$ cat config.mk
export PLATFORM = sky130hd
export DESIGN_NAME = dct_mac_pipe
export DESIGN_NICKNAME = d
export VERILOG_FILES = /design/src/rtl/dct_mac_pipe.sv
export SDC_FILE = /design/constraint.sdc
export NUM_CORES = 1
export LEC_CHECK = 0
export BUFFER_PORTS_ARGS = -buffer_cell sky130_fd_sc_hd__clkbuf_2
export CAP_MARGIN = 20
export CORE_MARGIN = 3
export CORE_UTILIZATION = 55
export DETAILED_ROUTE_END_ITERATION = 12
export PLACE_DENSITY = 0.71
export SYNTH_ARGS = -nofsm -noshare
export SYNTH_HDL_FRONTEND = slang
export SYNTH_SLANG_ARGS = --single-unit
$ cat constraint.sdc
create_clock -name clk -period 7.1 [get_ports clk]
set_clock_uncertainty 0.05 [all_clocks]
set_input_delay 1.42 -clock clk [delete_from_list [all_inputs] [get_ports clk]]
set_output_delay 1.42 -clock clk [all_outputs]
set_load 0.005 [all_outputs]
$ cat src/rtl/dct_mac_pipe.sv
// dct_mac_pipe: pipelined signed multiply-accumulate with variable tap count.
// Stages: operands, full-precision product, accumulate/close, round + saturate/wrap.
module dct_mac_pipe #(
   parameter int DWIDTH = 12,
   parameter int CWIDTH = 16,
   parameter int TAPS   = 8,
   parameter int SHIFT  = 10,
   parameter int RWIDTH = 12,
   parameter int SAT    = 1
) (
   input  logic                     clk,
   input  logic                     rst,
   input  logic                     ena,
   input  logic                     in_vld,
   input  logic                     in_last,
   input  logic signed [DWIDTH-1:0] din,
   input  logic signed [CWIDTH-1:0] coef,
   output logic signed [RWIDTH-1:0] result,
   output logic                     out_vld,
   output logic                     tap_err,
   output logic                     busy
);
   localparam int MWIDTH = DWIDTH + CWIDTH;
   localparam int AWIDTH = MWIDTH + $clog2(TAPS);
   localparam int CWID   = $clog2(TAPS) + 1;
   // One guard bit so the rounding increment can never overflow the sum.
   localparam int TWIDTH = AWIDTH + 1;
   localparam int RND_I  = (1 << SHIFT) >> 1;
   localparam logic signed [TWIDTH-1:0] RND  = TWIDTH'(RND_I);
   localparam logic signed [TWIDTH-1:0] RMAX = {{(TWIDTH-RWIDTH+1){1'b0}}, {(RWIDTH-1){1'b1}}};
   localparam logic signed [TWIDTH-1:0] RMIN = ~RMAX;
   localparam logic [CWID-1:0]          LAST_CNT = CWID'(TAPS - 1);

   logic signed [DWIDTH-1:0] din_q, din_d;
   logic signed [CWIDTH-1:0] coef_q, coef_d;
   logic                     vld1_q, vld1_d, last1_q, last1_d;
   logic signed [MWIDTH-1:0] mult_q, mult_d;
   logic                     vld2_q, vld2_d, last2_q, last2_d;
   logic signed [AWIDTH-1:0] acc_q, acc_d, fin_q, fin_d;
   logic signed [AWIDTH-1:0] acc_nxt, prod_ext;
   logic [CWID-1:0]          cnt_q, cnt_d;
   logic                     first_q, first_d, busy_q, busy_d;
   logic                     cls_q, cls_d, err_q, err_d, close;
   logic signed [RWIDTH-1:0] result_q, result_d, res_fmt;
   logic                     out_vld_q, out_vld_d, tap_err_q, tap_err_d;
   logic signed [TWIDTH-1:0] rsum, rshift;

   always_comb begin
      prod_ext = {{(AWIDTH-MWIDTH){mult_q[MWIDTH-1]}}, mult_q};
      acc_nxt  = first_q ? prod_ext : acc_q + prod_ext;
      close    = vld2_q & (last2_q | (cnt_q == LAST_CNT));

      rsum    = {fin_q[AWIDTH-1], fin_q} + RND;
      rshift  = rsum >>> SHIFT;
      res_fmt = rshift[RWIDTH-1:0];
      if (SAT != 0) begin
         if (rshift > RMAX)      res_fmt = RMAX[RWIDTH-1:0];
         else if (rshift < RMIN) res_fmt = RMIN[RWIDTH-1:0];
      end

      din_d     = din_q;
      coef_d    = coef_q;
      vld1_d    = vld1_q;
      last1_d   = last1_q;
      mult_d    = mult_q;
      vld2_d    = vld2_q;
      last2_d   = last2_q;
      acc_d     = acc_q;
      fin_d     = fin_q;
      cnt_d     = cnt_q;
      first_d   = first_q;
      busy_d    = busy_q;
      cls_d     = cls_q;
      err_d     = err_q;
      result_d  = result_q;
      // Pulses drop on any following cycle, enabled or not.
      out_vld_d = 1'b0;
      tap_err_d = 1'b0;

      if (ena) begin
         din_d     = din;
         coef_d    = coef;
         vld1_d    = in_vld;
         last1_d   = in_vld & in_last;
         mult_d    = MWIDTH'(din_q) * MWIDTH'(coef_q);
         vld2_d    = vld1_q;
         last2_d   = last1_q;
         cls_d     = close;
         err_d     = close & ~last2_q;
         out_vld_d = cls_q;
         tap_err_d = err_q;
         if (cls_q) result_d = res_fmt;
         if (vld2_q) begin
            acc_d   = acc_nxt;
            busy_d  = ~close;
            first_d = close;
            cnt_d   = close ? '0 : cnt_q + CWID'(1);
         end
         if (close) fin_d = acc_nxt;
      end
   end

   always_ff @(posedge clk or negedge rst) begin
      if (!rst) begin
         din_q     <= '0;
         coef_q    <= '0;
         vld1_q    <= 1'b0;
         last1_q   <= 1'b0;
         mult_q    <= '0;
         vld2_q    <= 1'b0;
         last2_q   <= 1'b0;
         acc_q     <= '0;
         fin_q     <= '0;
         cnt_q     <= '0;
         first_q   <= 1'b1;
         busy_q    <= 1'b0;
         cls_q     <= 1'b0;
         err_q     <= 1'b0;
         result_q  <= '0;
         out_vld_q <= 1'b0;
         tap_err_q <= 1'b0;
      end else begin
         din_q     <= din_d;
         coef_q    <= coef_d;
         vld1_q    <= vld1_d;
         last1_q   <= last1_d;
         mult_q    <= mult_d;
         vld2_q    <= vld2_d;
         last2_q   <= last2_d;
         acc_q     <= acc_d;
         fin_q     <= fin_d;
         cnt_q     <= cnt_d;
         first_q   <= first_d;
         busy_q    <= busy_d;
         cls_q     <= cls_d;
         err_q     <= err_d;
         result_q  <= result_d;
         out_vld_q <= out_vld_d;
         tap_err_q <= tap_err_d;
      end
   end

   assign result  = result_q;
   assign out_vld = out_vld_q;
   assign tap_err = tap_err_q;
   assign busy    = busy_q;
endmodule
# Word level (Yosys, flattened, before mapping)
# Index checks and enable logic that the tools add are counted.
# W data, S select, Z words.
[word_totals]
regBits = 144
output_inout_bits = 15
input_bits = 33
[classes]
order_cmp = 2
n_mul = 1
reduce_logical = 3
add_sub_neg = 3
n_mux = 6
eq_ne = 1
bitwise_logic = 6
[ops]
columns = ["op", "count"]
rows = [
  ["$add A31 B11 Y32 const B", 1],
  ["$add A31 B28 Y31", 1],
  ["$mux W31", 1],
  ["$mul A12 B16 Y28", 1],
  ["$mux W12", 2],
  ["$gt A22 B12 Y1 const B", 1],
  ["$lt A22 B12 Y1 const B", 1],
  ["$reduce_and A2 Y1", 3],
  ["$add A4 B1 Y4 const B", 1],
  ["$eq A4 B3 Y1 const B", 1],
  ["$mux W4", 1],
  ["$and A1 B1 Y1", 3],
  ["$mux W1", 2],
  ["$not A1 Y1", 2],
  ["$or A1 B1 Y1", 1],
]

# Longest topological paths before layout
[logic_depth]
depth_word = 4
ltp_mapped = 24

# Worst setup path before layout
# Ideal clock, no wire load.
[synth_path]
path_kind = "reg2reg"
startpoint = "reg din_q[11]"
endpoint = "reg mult_q[27]"
t_required_ps = 6915
setup_ps = 135
stages_incl_launch_ff = 22
arrival_time_ps = 5552
synth_period_minus_slack_ps = 5737
path_slack_ps = 1363
cell_sequence = "dfrtp_1 > inv_1 > buf_1 > nor2_1 > fa_1 > fa_1 > fa_1 > fa_1 > inv_1 > fa_1 > inv_1 > ha_1 > clkbuf_1 > a2111oi_0 > o21ai_1 > o21a_1 > o211a_1 > o221ai_1 > o21ai_0 > a21oi_1 > xnor2_1 > a21oi_1"
[synth_between]
elab_chain_len = 1
[synth_lines]
columns = ["element", "line_no", "text"]
rows = [
  ["start, declared", "34", "logic signed [DWIDTH-1:0] din_q, din_d;"],
  ["start signal, assigned", "123", "din_q <= din_d;"],
  ["$mul A12 B16 Y28", "85", "mult_d = MWIDTH'(din_q) * MWIDTH'(coef_q);"],
  ["end signal, assigned", "127", "mult_q <= mult_d;"],
  ["end, declared", "37", "logic signed [MWIDTH-1:0] mult_q, mult_d;"],
]
# No other way between the ends.
# A chain may end at the register's enable or synchronous reset.

# Worst setup path after layout
[layout_path]
startpoint = "reg din_q[1]"
endpoint = "reg mult_q[26]"
# Same word-level chain as after synthesis.

==> qor.csv <==
stage,metric,value,unit
run,max cap viols,0,
floorplanning,Top Ports,48,
routing,via/cell ratio,5.51,
cells_and_area,"most common cell after layout, fill and taps aside",inv_1,
routing,DRC viols,0,
placement,post-DP HPWL,23800,µm
timing,RSZ-0062 raised after global routing,false,
clock_tree,CTS tree,yes,
timing,relative slew slack,38.9,%
worst_setup_path,required time of the critical path,7.35,ns
cells_and_area,Reg area,3380,µm²
worst_setup_path,largest driver fanout on the critical path,17,
cells_and_area,final net count,1836,
cells_and_area,# fillers,2174,
synth,syn nets,1830,
clock_tree,postcts setup bufs,0,
worst_setup_path,CP Class,flip-flop to flip-flop,
timing,Setup-failing EPs final,0,
clock_tree,H-tree depth,4,
routing,Routed Wire Length,30700,µm
routing,met2 wire len,15100,µm
timing,setup TNS,0,ns
timing,min cycle time layout,6.26,ns
floorplanning,die height,167,µm
worst_setup_path,CP peak stage delay,0.65,ns
routing,M1 wire length,13500,µm
timing,Pins Over Slew Limit,0,
cells_and_area,most frequent cells in the layout,"inv_1 (243), nand2_1 (198), fa_1 (179)",
min_path,worst hold path type,flip-flop to flip-flop,
routing,drt first pass iters,5,
cells_and_area,fin area,15300,µm²
timing,Tightest Pin Transition,0.915,ns
floorplanning,core area,25300,µm²
global_routing,GR Util All Layers,23.5,%
global_routing,Congestion Overflow GR,0,
synth,Syn Inst Count,1527,
worst_setup_path,Crit-path slowest cell,dfrtp_1,
clock_tree,CTS Buffer Depth,2,
clock_tree,clock root cell,clkbuf_16,
timing,Fin. Hold Viols,0,
clock_tree,CTS Buf Count,17,
timing,worst setup margin,0.836,ns
cells_and_area,synthesis-to-finish area growth,7.34,%
timing,fmax,0.160,GHz
synth,Synth cell types,72,
clock_tree,CTS sink cnt,135,
synth,yosys warns,0,
floorplanning,die width,167,µm
routing,number of DRC markers in iteration 0,527,
clock_tree,clk_lat worst skew,0.43,ns
synth,top cell type by total area after synthesis,fa_1,
worst_setup_path,crit-path cells,and2_1 -> fa_1 -> ha_1 -> inv_1 -> fa_1 -> inv_1 -> fa_1 -> inv_1 -> fa_1 -> inv_1 -> ha_1 -> a21o_1 -> a21oi_1 -> nor3b_1 -> o311ai_0 -> a311oi_1 -> o21bai_1 -> a21oi_1 -> xnor2_1 -> mux2_2,
worst_setup_path,CP arrival,6.52,ns
synth,Synth Flop Type,dfrtp_1,
clock_tree,"Reg clk slew, reported paths",0.07,ns
placement,Port Buf Inserts,47,
synth,synthesized area,14300,µm²
synth,Mean Syn Cell Area,9.35,µm²
worst_setup_path,crit path capture type,flip-flop,
routing,metal3 WL,1210,µm
routing,via count,10334,
synth,top cell type's share of synthesized area,25.1,%
cells_and_area,n_diodes,0,
placement,Post-DP Area,14700,µm²
cells_and_area,area occupied by multi-input gates,9730,µm²
placement,Place WS,0.871,ns
global_routing,number of global-route vias before repair,10906,
cells_and_area,layout cells sized above 1,10.5,%
worst_setup_path,startpoint types,flip-flop,
synth,Seq cells post-synth,135,
synth,Area contributors post-synth,"fa_1 (25%), dfrtp_1 (23%), ha_1 (8.0%)",
routing,Avg WL per Cell,16.4,µm
clock_tree,Resized Gates After CTS,0,
floorplanning,die area,27900,µm²
placement,GPL Wtd Cong,0.880,
synth,Post-synth ARST share,100,%
routing,Top Layer Used,met4,
floorplanning,initial core utilization,56.3,%
synth,sequential-to-total area share from yosys stat,23.7,%
global_routing,largest net degree at the start of global routing,83,
routing,"antenna viol nets, final",0,
cells_and_area,"Core Util, Final",60.5,%
status,status,finished clean,
global_routing,first-pass GRT wire length,53500,µm
floorplanning,FP Rows,58,
clock_tree,# hold bufs at CTS,0,
synth,number of synthesized flops with an enable pin,0,
timing,Final Cycle Share,88.2,%
global_routing,initial antenna violation count,0,
-- sequential cells by signal, summed over array words and instances (netlist names) --
signal,cells
acc_q,31
mult_q,28
fin_q,22
coef_q,16
din_q,12
result,12
cnt_q,4
busy,1
cls_q,1
err_q,1
first_q,1
last1_q,1
last2_q,1
out_vld,1
tap_err,1
vld1_q,1
vld2_q,1
-- per-layer routing --
metal / global-route usage [%] / vias up
met3: 3.75 / 59
li1: - / 4954
met4: 8.36 / 0
met1: 30.4 / 5114
met5: 0 / -
met2: 40.2 / 207
-- through the flow --
| step | hold WS (ns) | cells |
|---|---|---|
| after floorplan | 0.395 | 1527 |
| after global placement | 0.409 | 1842 |
| after detailed placement | 0.415 | 1842 |
| after CTS | 0.430 | 1874 |
| after global routing | 0.438 | 1876 |
| final | 0.424 | 1876 |
-- kinds of logic (layout without fill, tap and decap cells) --
| kind of cell | after synthesis | count (layout) | share of synthesized area (%) |
|---|---|---|---|
| AND/OR/NAND/NOR | 415 | 415 | 13.8 |
| buffers and inverters | 308 | 327 | 8.17 |
| AO/OA/AOI/OAI | 271 | 271 | 12.4 |
| adder cells (fa/ha/maj) | 270 | 270 | 33.1 |
| flip-flops | 135 | 135 | 23.7 |
| XOR/XNOR | 64 | 64 | 3.93 |
| multiplexers | 64 | 64 | 4.95 |
-- area by class of cell --
type | count | share of cell area [%]
inverter | 243 | 5.95
sequential | 135 | 22.1
multi-input combinational | 1084 | 63.5
clock buffer | 19 | 2.89
timing repair buffer | 52 | 1.98
tap | 330 | 2.70
clock inverter | 13 | 0.907
-- cells in the mapped netlist (4+ instances only) --
cell	count
o31ai_1	4
nor3_1	7
nand2_1	199
a21o_1	41
fa_1	179
o21ai_0	74
a211oi_1	8
ha_1	91
xnor2_1	40
and3_1	14
o21a_1	8
nand3_1	22
o21bai_1	7
a211oi_2	8
nand4_1	4
xor2_1	24
and2_1	73
a21oi_1	65
o211ai_1	7
nor2_1	58
mux2_2	52
nand2b_1	9
inv_1	243
a31oi_1	10
mux2i_1	12
clkbuf_1	58
and4_1	4
buf_1	4
dfrtp_1	134
-- critical path: cells and delay by family (launching register included) --
| family | cells | cell delay (ns) |
|---|---|---|
| buf+inv | 4 | 0.33 |
| simple gates | 2 | 0.52 |
| xor+xnor | 1 | 0.08 |
| flops | 1 | 0.65 |
| fa+ha+maj | 6 | 2.90 |
| mux | 1 | 0.27 |
| compound gates | 6 | 1.35 |
-- final timing paths --
path,startpoint,endpoint,slack (ns),cells past startpoint
worst max-delay path,din_q[1],mult_q[26],0.84,20
worst min-delay path,result[3],result[3],0.42,1
worst max register to register,din_q[1],mult_q[26],0.84,20
worst min register to register,result[3],result[3],0.42,1
max in group asynchronous,rst,mult_q[23],4.81,2
min in group asynchronous,rst,acc_q[2],1.00,1
Power is left out: the tool's default activity adds up to more than one toggle a clock period on the data nets, which glitch-free logic cannot reach.
